==> config.mk <==
export PLATFORM = sky130hd
export DESIGN_NAME = imem_prog_loader
export DESIGN_NICKNAME = d
export VERILOG_FILES = /design/src/rtl/imem_prog_loader.sv
export SDC_FILE = /design/constraint.sdc
export NUM_CORES = 1
export LEC_CHECK = 0
export BUFFER_PORTS_ARGS = -buffer_cell sky130_fd_sc_hd__buf_2
export CAP_MARGIN = 10
export CELL_PAD_IN_SITES_DETAIL_PLACEMENT = 1
export CELL_PAD_IN_SITES_GLOBAL_PLACEMENT = 1
export CORE_MARGIN = 3
export CORE_UTILIZATION = 45
export CTS_BUF_LIST = sky130_fd_sc_hd__clkbuf_16
export DETAILED_ROUTE_END_ITERATION = 12
export GPL_TIMING_DRIVEN = 1
export PLACE_DENSITY_LB_ADDON = 0.3
export SYNTH_ARGS = -nofsm -noshare
export SYNTH_HDL_FRONTEND = slang
export SYNTH_SLANG_ARGS = --single-unit
==> constraint.sdc <==
create_clock -name clk -period 5.1 [get_ports clk]
set_clock_uncertainty 0.1 [all_clocks]
set_input_delay 1.02 -clock clk [delete_from_list [all_inputs] [get_ports clk]]
set_output_delay 1.02 -clock clk [all_outputs]
set_load 0.1 [all_outputs]
==> src/rtl/imem_prog_loader.sv <==
// imem_prog_loader
//   Byte-stream program loader feeding the fetch-stage instruction memory.
//   Bytes arriving over a valid/ready handshake are packed little-endian into
//   32-bit words and written to imem from word address 0 upward. The core is
//   held in reset until the final byte (s_last) has been written.
//
//   Optional feature macro: IMEM_LOADER_CHECKSUM_EN
//     defined   -> checksum is the mod-2^32 sum of every word written this load
//     undefined -> checksum is constant zero, no adder
//
// Ports
//   clk, rst_n      clock, asynchronous active-low reset
//   s_valid/s_ready byte-stream handshake; s_data byte, s_last final byte
//   load_req        pulse; restarts loading from DONE or ERR
//   imem_we/_waddr/_wdata  imem write port (one word per strobe)
//   core_rst_n      active-low reset to the pipeline core
//   load_done       program loaded successfully
//   overflow_err    program exceeded IMEM_DEPTH words
//   word_count      words written in the current load
//   checksum        additive checksum of written words (see macro above)
module imem_prog_loader #(
  parameter int IMEM_DEPTH = 256,
  parameter int ADDR_W     = 8
) (
  input  logic              clk,
  input  logic              rst_n,
  input  logic              s_valid,
  output logic              s_ready,
  input  logic [7:0]        s_data,
  input  logic              s_last,
  input  logic              load_req,
  output logic              imem_we,
  output logic [ADDR_W-1:0] imem_waddr,
  output logic [31:0]       imem_wdata,
  output logic              core_rst_n,
  output logic              load_done,
  output logic              overflow_err,
  output logic [ADDR_W:0]   word_count,
  output logic [31:0]       checksum
);

  localparam logic [ADDR_W:0] DEPTH_CNT = (ADDR_W+1)'(IMEM_DEPTH);

  typedef enum logic [1:0] {LOAD, DONE, ERR} state_t;

  state_t      state;
  logic [1:0]  byte_idx;
  logic [23:0] word_buf;   // lanes 0..2 of the word being assembled
  logic        accept;
  logic        restart;
  logic [31:0] assembled;

  assign accept  = s_valid && s_ready;
  assign restart = load_req && (state != LOAD);

  // Lanes above the current byte are zero so a short final word is padded
  // without ever clearing word_buf.
  always_comb begin
    assembled = '0;
    case (byte_idx)
      2'd0: assembled = {24'h0, s_data};
      2'd1: assembled = {16'h0, s_data, word_buf[7:0]};
      2'd2: assembled = {8'h0, s_data, word_buf[15:0]};
      default: assembled = {s_data, word_buf[23:0]};
    endcase
  end

  always_ff @(posedge clk or negedge rst_n) begin
    if (!rst_n) begin
      state        <= LOAD;
      byte_idx     <= '0;
      word_buf     <= '0;
      word_count   <= '0;
      s_ready      <= 1'b0;
      imem_we      <= 1'b0;
      imem_waddr   <= '0;
      imem_wdata   <= '0;
      core_rst_n   <= 1'b0;
      load_done    <= 1'b0;
      overflow_err <= 1'b0;
    end else begin
      imem_we <= 1'b0;
      case (state)
        LOAD: begin
          s_ready <= 1'b1;
          if (accept) begin
            if (byte_idx == 2'd3 || s_last) begin
              byte_idx <= '0;
              // Overflow wins over s_last: the word is dropped and we drain.
              if (word_count == DEPTH_CNT) begin
                overflow_err <= 1'b1;
                state        <= ERR;
              end else begin
                imem_we    <= 1'b1;
                imem_waddr <= word_count[ADDR_W-1:0];
                imem_wdata <= assembled;
                word_count <= word_count + (ADDR_W+1)'(1);
                if (s_last) begin
                  state   <= DONE;
                  s_ready <= 1'b0;
                end
              end
            end else begin
              case (byte_idx)
                2'd0:    word_buf[7:0]   <= s_data;
                2'd1:    word_buf[15:8]  <= s_data;
                default: word_buf[23:16] <= s_data;
              endcase
              byte_idx <= byte_idx + 2'd1;
            end
          end
        end
        DONE, ERR: begin
          if (restart) begin
            state        <= LOAD;
            s_ready      <= 1'b1;
            byte_idx     <= '0;
            word_count   <= '0;
            core_rst_n   <= 1'b0;
            load_done    <= 1'b0;
            overflow_err <= 1'b0;
          end else if (state == DONE) begin
            s_ready    <= 1'b0;
            load_done  <= 1'b1;
            core_rst_n <= 1'b1;
          end else begin
            s_ready <= 1'b1;
          end
        end
        default: state <= LOAD;
      endcase
    end
  end

`ifdef IMEM_LOADER_CHECKSUM_EN
  // Accumulates on the edge that samples imem_we, so the last word is
  // included by the time load_done rises.
  always_ff @(posedge clk or negedge rst_n) begin
    if (!rst_n) begin
      checksum <= '0;
    end else if (restart) begin
      checksum <= '0;
    end else if (imem_we) begin
      checksum <= checksum + imem_wdata;
    end
  end
`else
  assign checksum = '0;
`endif

endmodule

Word-level counts from Yosys, hierarchy flattened
Index checks and enable logic that the tools add are counted.
{"block": "totals", "wordCells": 81, "input_bits": 13, "reg_bits": 81}
{"block": "classes", "muxes": 33, "addsub": 2, "n_bitwise": 3, "reduce_logical": 19, "n_eq_ne": 12}
{"operator": "$pmux W32 S3", "n": 1}
{"operator": "$mux W9", "n": 4}
{"operator": "$reduce_and A4 Y1", "n": 5}
{"operator": "$pmux W9 S2", "n": 1}
{"operator": "$mux W1", "n": 16}
{"operator": "$mux W2", "n": 7}
{"operator": "$ne A2 B2 Y1 const B", "n": 5}
{"operator": "$reduce_and A5 Y1", "n": 2}
{"operator": "$add A9 B1 Y9 const B", "n": 1}
{"operator": "$eq A9 B9 Y1 const B", "n": 1}
{"operator": "$pmux W2 S2", "n": 2}
{"operator": "$eq A2 B2 Y1 const B", "n": 3}
{"operator": "$reduce_bool A2 Y1", "n": 3}
{"operator": "$eq A2 B1 Y1 const B", "n": 2}
{"operator": "$logic_not A2 Y1", "n": 2}
{"operator": "$pmux W1 S2", "n": 2}
{"operator": "$reduce_or A2 Y1", "n": 2}
{"operator": "$ne A3 B3 Y1 const B", "n": 1}
{"operator": "$not A1 Y1", "n": 3}
{"operator": "$reduce_and A3 Y1", "n": 1}
{"operator": "$add A2 B1 Y2 const B", "n": 1}
{"operator": "$logic_and A1 B1 Y1", "n": 2}
{"operator": "$reduce_and A2 Y1", "n": 1}
{"operator": "$logic_or A1 B1 Y1", "n": 1}

Logic depth before layout (Yosys ltp)
{"block": "logic_depth", "depth_word": 5, "mapped_depth": 11, "mapped_depth_nobuf": 8}

Least setup slack after synthesis
OpenSTA, ideal clock, no wires.
{"block": "synth_timing", "kind": "register to register", "startpoint": "register word_count[0]", "endpoint": "register imem_waddr[0]", "setup_time_ps": 126, "setup_slack_ps": 2398, "arrival_time_ps": 2476, "stages_incl_launch_ff": 10, "cell_sequence": "dfrtp_1 > inv_1 > ha_1 > and4bb_4 > a21oi_2 > nand2b_1 > buf_6 > inv_4 > buf_6 > mux2_4"}
{"block": "synth_via", "elab_chain_cells": 3}
{"item": "from (decl)", "line": "38", "rtl": "output logic [ADDR_W:0] word_count,"}
{"item": "from (signal assigned)", "line": "97", "rtl": "word_count <= word_count + (ADDR_W+1)'(1);"}
{"item": "$eq A9 B9 Y1", "line": "90", "rtl": "if (word_count == DEPTH_CNT) begin"}
{"item": "$not A1 Y1 (no source line)"}
{"item": "$reduce_and A4 Y1 (no source line)"}
{"item": "to (signal assigned)", "line": "95", "rtl": "imem_waddr <= word_count[ADDR_W-1:0];"}
{"item": "to (decl)", "line": "33", "rtl": "output logic [ADDR_W-1:0] imem_waddr,"}
Several ways; a longest one is shown, not always the timed one.
A chain may end at the register's enable or synchronous reset.

Worst setup path in the final report
{"block": "layout_timing", "startpoint": "register byte_idx[0]", "endpoint": "register imem_waddr[6]"}
{"block": "layout_via", "elab_chain_cells": 3}
{"item": "from (decl)", "line": "47", "rtl": "logic [1:0] byte_idx;"}
{"item": "from (signal assigned)", "line": "109", "rtl": "byte_idx <= byte_idx + 2'd1;"}
{"item": "$eq A2 B2 Y1", "line": "87", "rtl": "if (byte_idx == 2'd3 || s_last) begin"}
{"item": "$logic_or A1 B1 Y1", "line": "87"}
{"item": "$reduce_and A4 Y1 (no source line)"}
Every way passes these cells.

==> results.py <==
metrics = {
    "cts": {
        "htree_num_levels": 3,
        "worst_skew_pair.late_latency_ns": 0.33,
        "clkSlewWorstSetupHoldPaths_ns": 0.06,
        "cts_num_sinks": 81,
        "tritoncts": "done",
        "clk_path_buf_depth": 2,
        "ctsResizeCount": 0,
        "cts_inserted_buffers": 9,
        "cts_hold_repair.buffers": 0,
        "cts.repair_timing.setup_buffer_count": 0,
        "cts-root-buf": "clkbuf_16",
    },
    "timing": {
        "maxSlewHeadroom_pct": 32.78,
        "timing.final.setup_violations": 0,
        "rsz0062_at_grt": "no",
        "fin_crit_ns": 2.916,
        "worst_slew_pin_slew_ns": 1.008,
        "final-hold-violation-count": 0,
        "min_period_over_period_pct": 57.17,
        "achievable-frequency_ghz": 0.3430,
        "drv_slew": 0,
        "postLayoutSetupSlackWorst_ns": 2.184,
        "totalNegativeSetupSlack_ns": 0,
    },
    "die": {
        "coreArea_um2": 8763,
        "die_width_um": 101.2,
        "design.die.area_um2": 10240,
        "floorplan.die.height_um": 101.2,
        "initial_core_util_pct": 46.52,
        "num_rows": 34,
        "boundaryPins": 99,
    },
    "global_route": {
        "grt-ovfl-total": 0,
        "grt_usage_pct": 19.16,
        "grt_first_pass_wirelength_mm": 15.36,
        "grt_antenna_before_repair": 0,
        "first_global_vias": 2968,
        "grt_max_degree": 82,
    },
    "worst_setup_path": {
        "crit_fanout": 57,
        "end_kind": "register",
        "critical-path-top-delay-family": "buffers and inverters",
        "critPathMaxStageDelay_ns": 0.60,
        "worst-endpoint-required_ns": 5.22,
        "cp.depth": 6,
        "worst_path_max_delay_cell": "inv_4",
        "crit_buf_inv": 1,
        "worstSetupEndpoint": "imem_waddr[6]",
        "crit-reg2reg-capture": "imem_waddr[6]",
        "reg2reg_slack_ns": 2.18,
        "critical_path.startpoint_type": "register",
        "critical_path.reg2reg.startpoint": "byte_idx[0]",
        "crit_chain": "ha_1 > nor2_1 > a21oi_2 > nand2b_1 > inv_4 > mux2_4",
        "setup.worst_path.start": "byte_idx[0]",
        "timing.reg2reg.worst_path_depth": 6,
        "worstPathArrival_ns": 3.03,
        "worstSetupPathType": "register to register",
    },
    "layout": {
        "antennaDiodeCount": 0,
        "area_growth_pct": 13.01,
        "layout-drive-gt1-share_pct": 32.70,
        "design.final.nets": 440,
    },
    "placement": {
        "io_buffers": 66,
        "gp_congestion": 0.8269,
        "post_placement_setup_slack_ns": 2.081,
        "place_hpwl_mm": 6.517,
    },
    "run_status": {
        "status": "finished, final reports clean",
    },
    "detailed_routing": {
        "routed_wire_length_mm": 9.487,
        "initialDrtViolationCount": 91,
        "remaining_number_of_nets_flagged_by_the_antenna_check_after_routing": 0,
        "drt-wirelength-per-cell_um": 17.90,
        "viasPerCell": 5.360,
        "drc": 0,
        "drt_pass1_iterations": 4,
        "via_count": 2841,
    },
    "synth": {
        "synth_seq_cells": 81,
        "synth_edf_count": 0,
        "top_cells_by_area_in_the_synthesized_netlist": "dfrtp_1, mux2_2, buf_4, a22oi_1, a21oi_2",
        "async_flop_share_pct": 100.0,
        "ys.warnings.count": 0,
        "synth_cells": 361,
        "post_synth.cell_area_avg_um2": 11.29,
        "synthesis.area_um2": 4076,
        "biggest_area_consumer_among_synthesized_cells": "dfrtp_1",
        "area_fraction_of_the_dominant_cell_type_after_synthesis_pct": 49.72,
        "synthFlopType": "dfrtp_1",
        "ys_seq_area_share_pct": 49.72,
        "netlist-cell-type-count": 49,
    },
    "min_path": {
        "worst_hold_startpoint": "imem_wdata[10]",
        "worstHoldPathType": "register to register",
    },
    "job": {
        "cap_viol_max_count": 0,
    },
}
[cell families after synthesis]
family	count (synthesis)	synth area share [%]
AO/OA/AOI/OAI	95	17.74
flip-flops	81	49.72
AND/OR/NAND/NOR	73	9.085
buffers and inverters	68	10.53
multiplexers	34	10.07
adder cells (fa/ha/maj)	9	2.762
other	1	0.09199
[final cells by class]
class	count	area, µm²
flip-flops and latches	81	2027
multi-input cells	243	1737
inverters	17	66.31
clock inverters	6	83.83
fillers	975	4156
well taps	108	135.1
clock buffers	9	225.2
repair buffers	66	332.8
[synthesized netlist by cell type (2+ instances only)]
cell / number
mux2i_1: 2
nand4_1: 2
o21ai_0: 5
nand2b_1: 4
a32o_1: 3
and3_1: 2
inv_1: 16
nor2b_1: 3
dfrtp_1: 81
a21oi_1: 13
buf_4: 33
a221oi_1: 3
mux2_2: 24
or3_1: 2
nor2_2: 5
buf_1: 4
nor2_1: 24
a41o_1: 2
ha_1: 9
o22ai_1: 5
o211ai_1: 4
nand3_1: 7
a22o_1: 8
a211oi_2: 2
a31oi_1: 2
nand2_1: 16
a22oi_1: 23
mux2_4: 8
clkbuf_1: 6
a21oi_2: 16
buf_2: 2
buf_6: 6
nor3_1: 3
[how the worst min path moves through the flow]
stage / to / slack [ns] / cells past startpoint
global route: imem_wdata[26] / 0.43 / 1
global placement: word_buf[12] / 0.39 / 1
floorplan: load_done / 0.37 / 1
finish: imem_wdata[10] / 0.41 / 2
CTS: imem_wdata[26] / 0.41 / 1
detailed placement: imem_wdata[26] / 0.39 / 1
[through the flow]
| step | std cells | hold slack (ns) | cell area [µm²] | util, % |
|---|---|---|---|---|
| floorplan | 392 | 0.3739 | 4193 | - |
| global placement | 515 | 0.3872 | 4298 | 49.04 |
| detailed placement | 515 | 0.3942 | 4298 | 49.04 |
| CTS | 530 | 0.4120 | 4607 | 52.57 |
| global route | 530 | 0.4250 | 4607 | 52.57 |
| finish | 530 | 0.4097 | 4607 | 52.57 |
[flip-flops by register name (all words and copies together), names as in the netlist, 2 cells and up]
signal and flops:
imem_wdata 32, word_buf 24, word_count 9, imem_waddr 8
byte_idx 2, state 2
[cells in the final DEF (no fill, tap or decap), drive strengths merged, types with 2 or more instances in the layout]
cell    Yosys  routed
a211oi      3       3
a21oi      29      29
a221oi      3       3
a22o        8       8
a22oi      23      23
a31oi       2       2
a32o        3       3
a41o        2       2
and3        2       2
buf        45      66
bufinv      0       2
clkbuf      6       9
conb        1      32
dfrtp      81      81
ha          9       9
inv        17      19
mux2       32      32
mux2i       2       2
nand2      16      16
nand2b      4       4
nand3       7       7
nand4       2       2
nor2       29      29
nor2b       3       3
nor3        3       3
o211ai      4       4
o21ai       6       6
o22ai       5       5
or3         2       2
[worst register-to-register path, cell delays in order, from the launching register on]
cell,delay (ns)
dfrtp_1,0.39
ha_1,0.52
nor2_1,0.25
a21oi_2,0.24
nand2b_1,0.30
inv_4,0.60
mux2_4,0.40
[metal layers]
metal  up-vias  GRT usage, %  part of all wire [%]
met5         -             0                     0
met3        12         2.479                   3.8
li1       1339             -                     -
met4         0         7.566                   1.8
met1      1424         24.93                    44
met2        66         32.44                    50
Power is not shown: default switching activity piles up to over one toggle a cycle in this logic, so the estimate is an artifact.
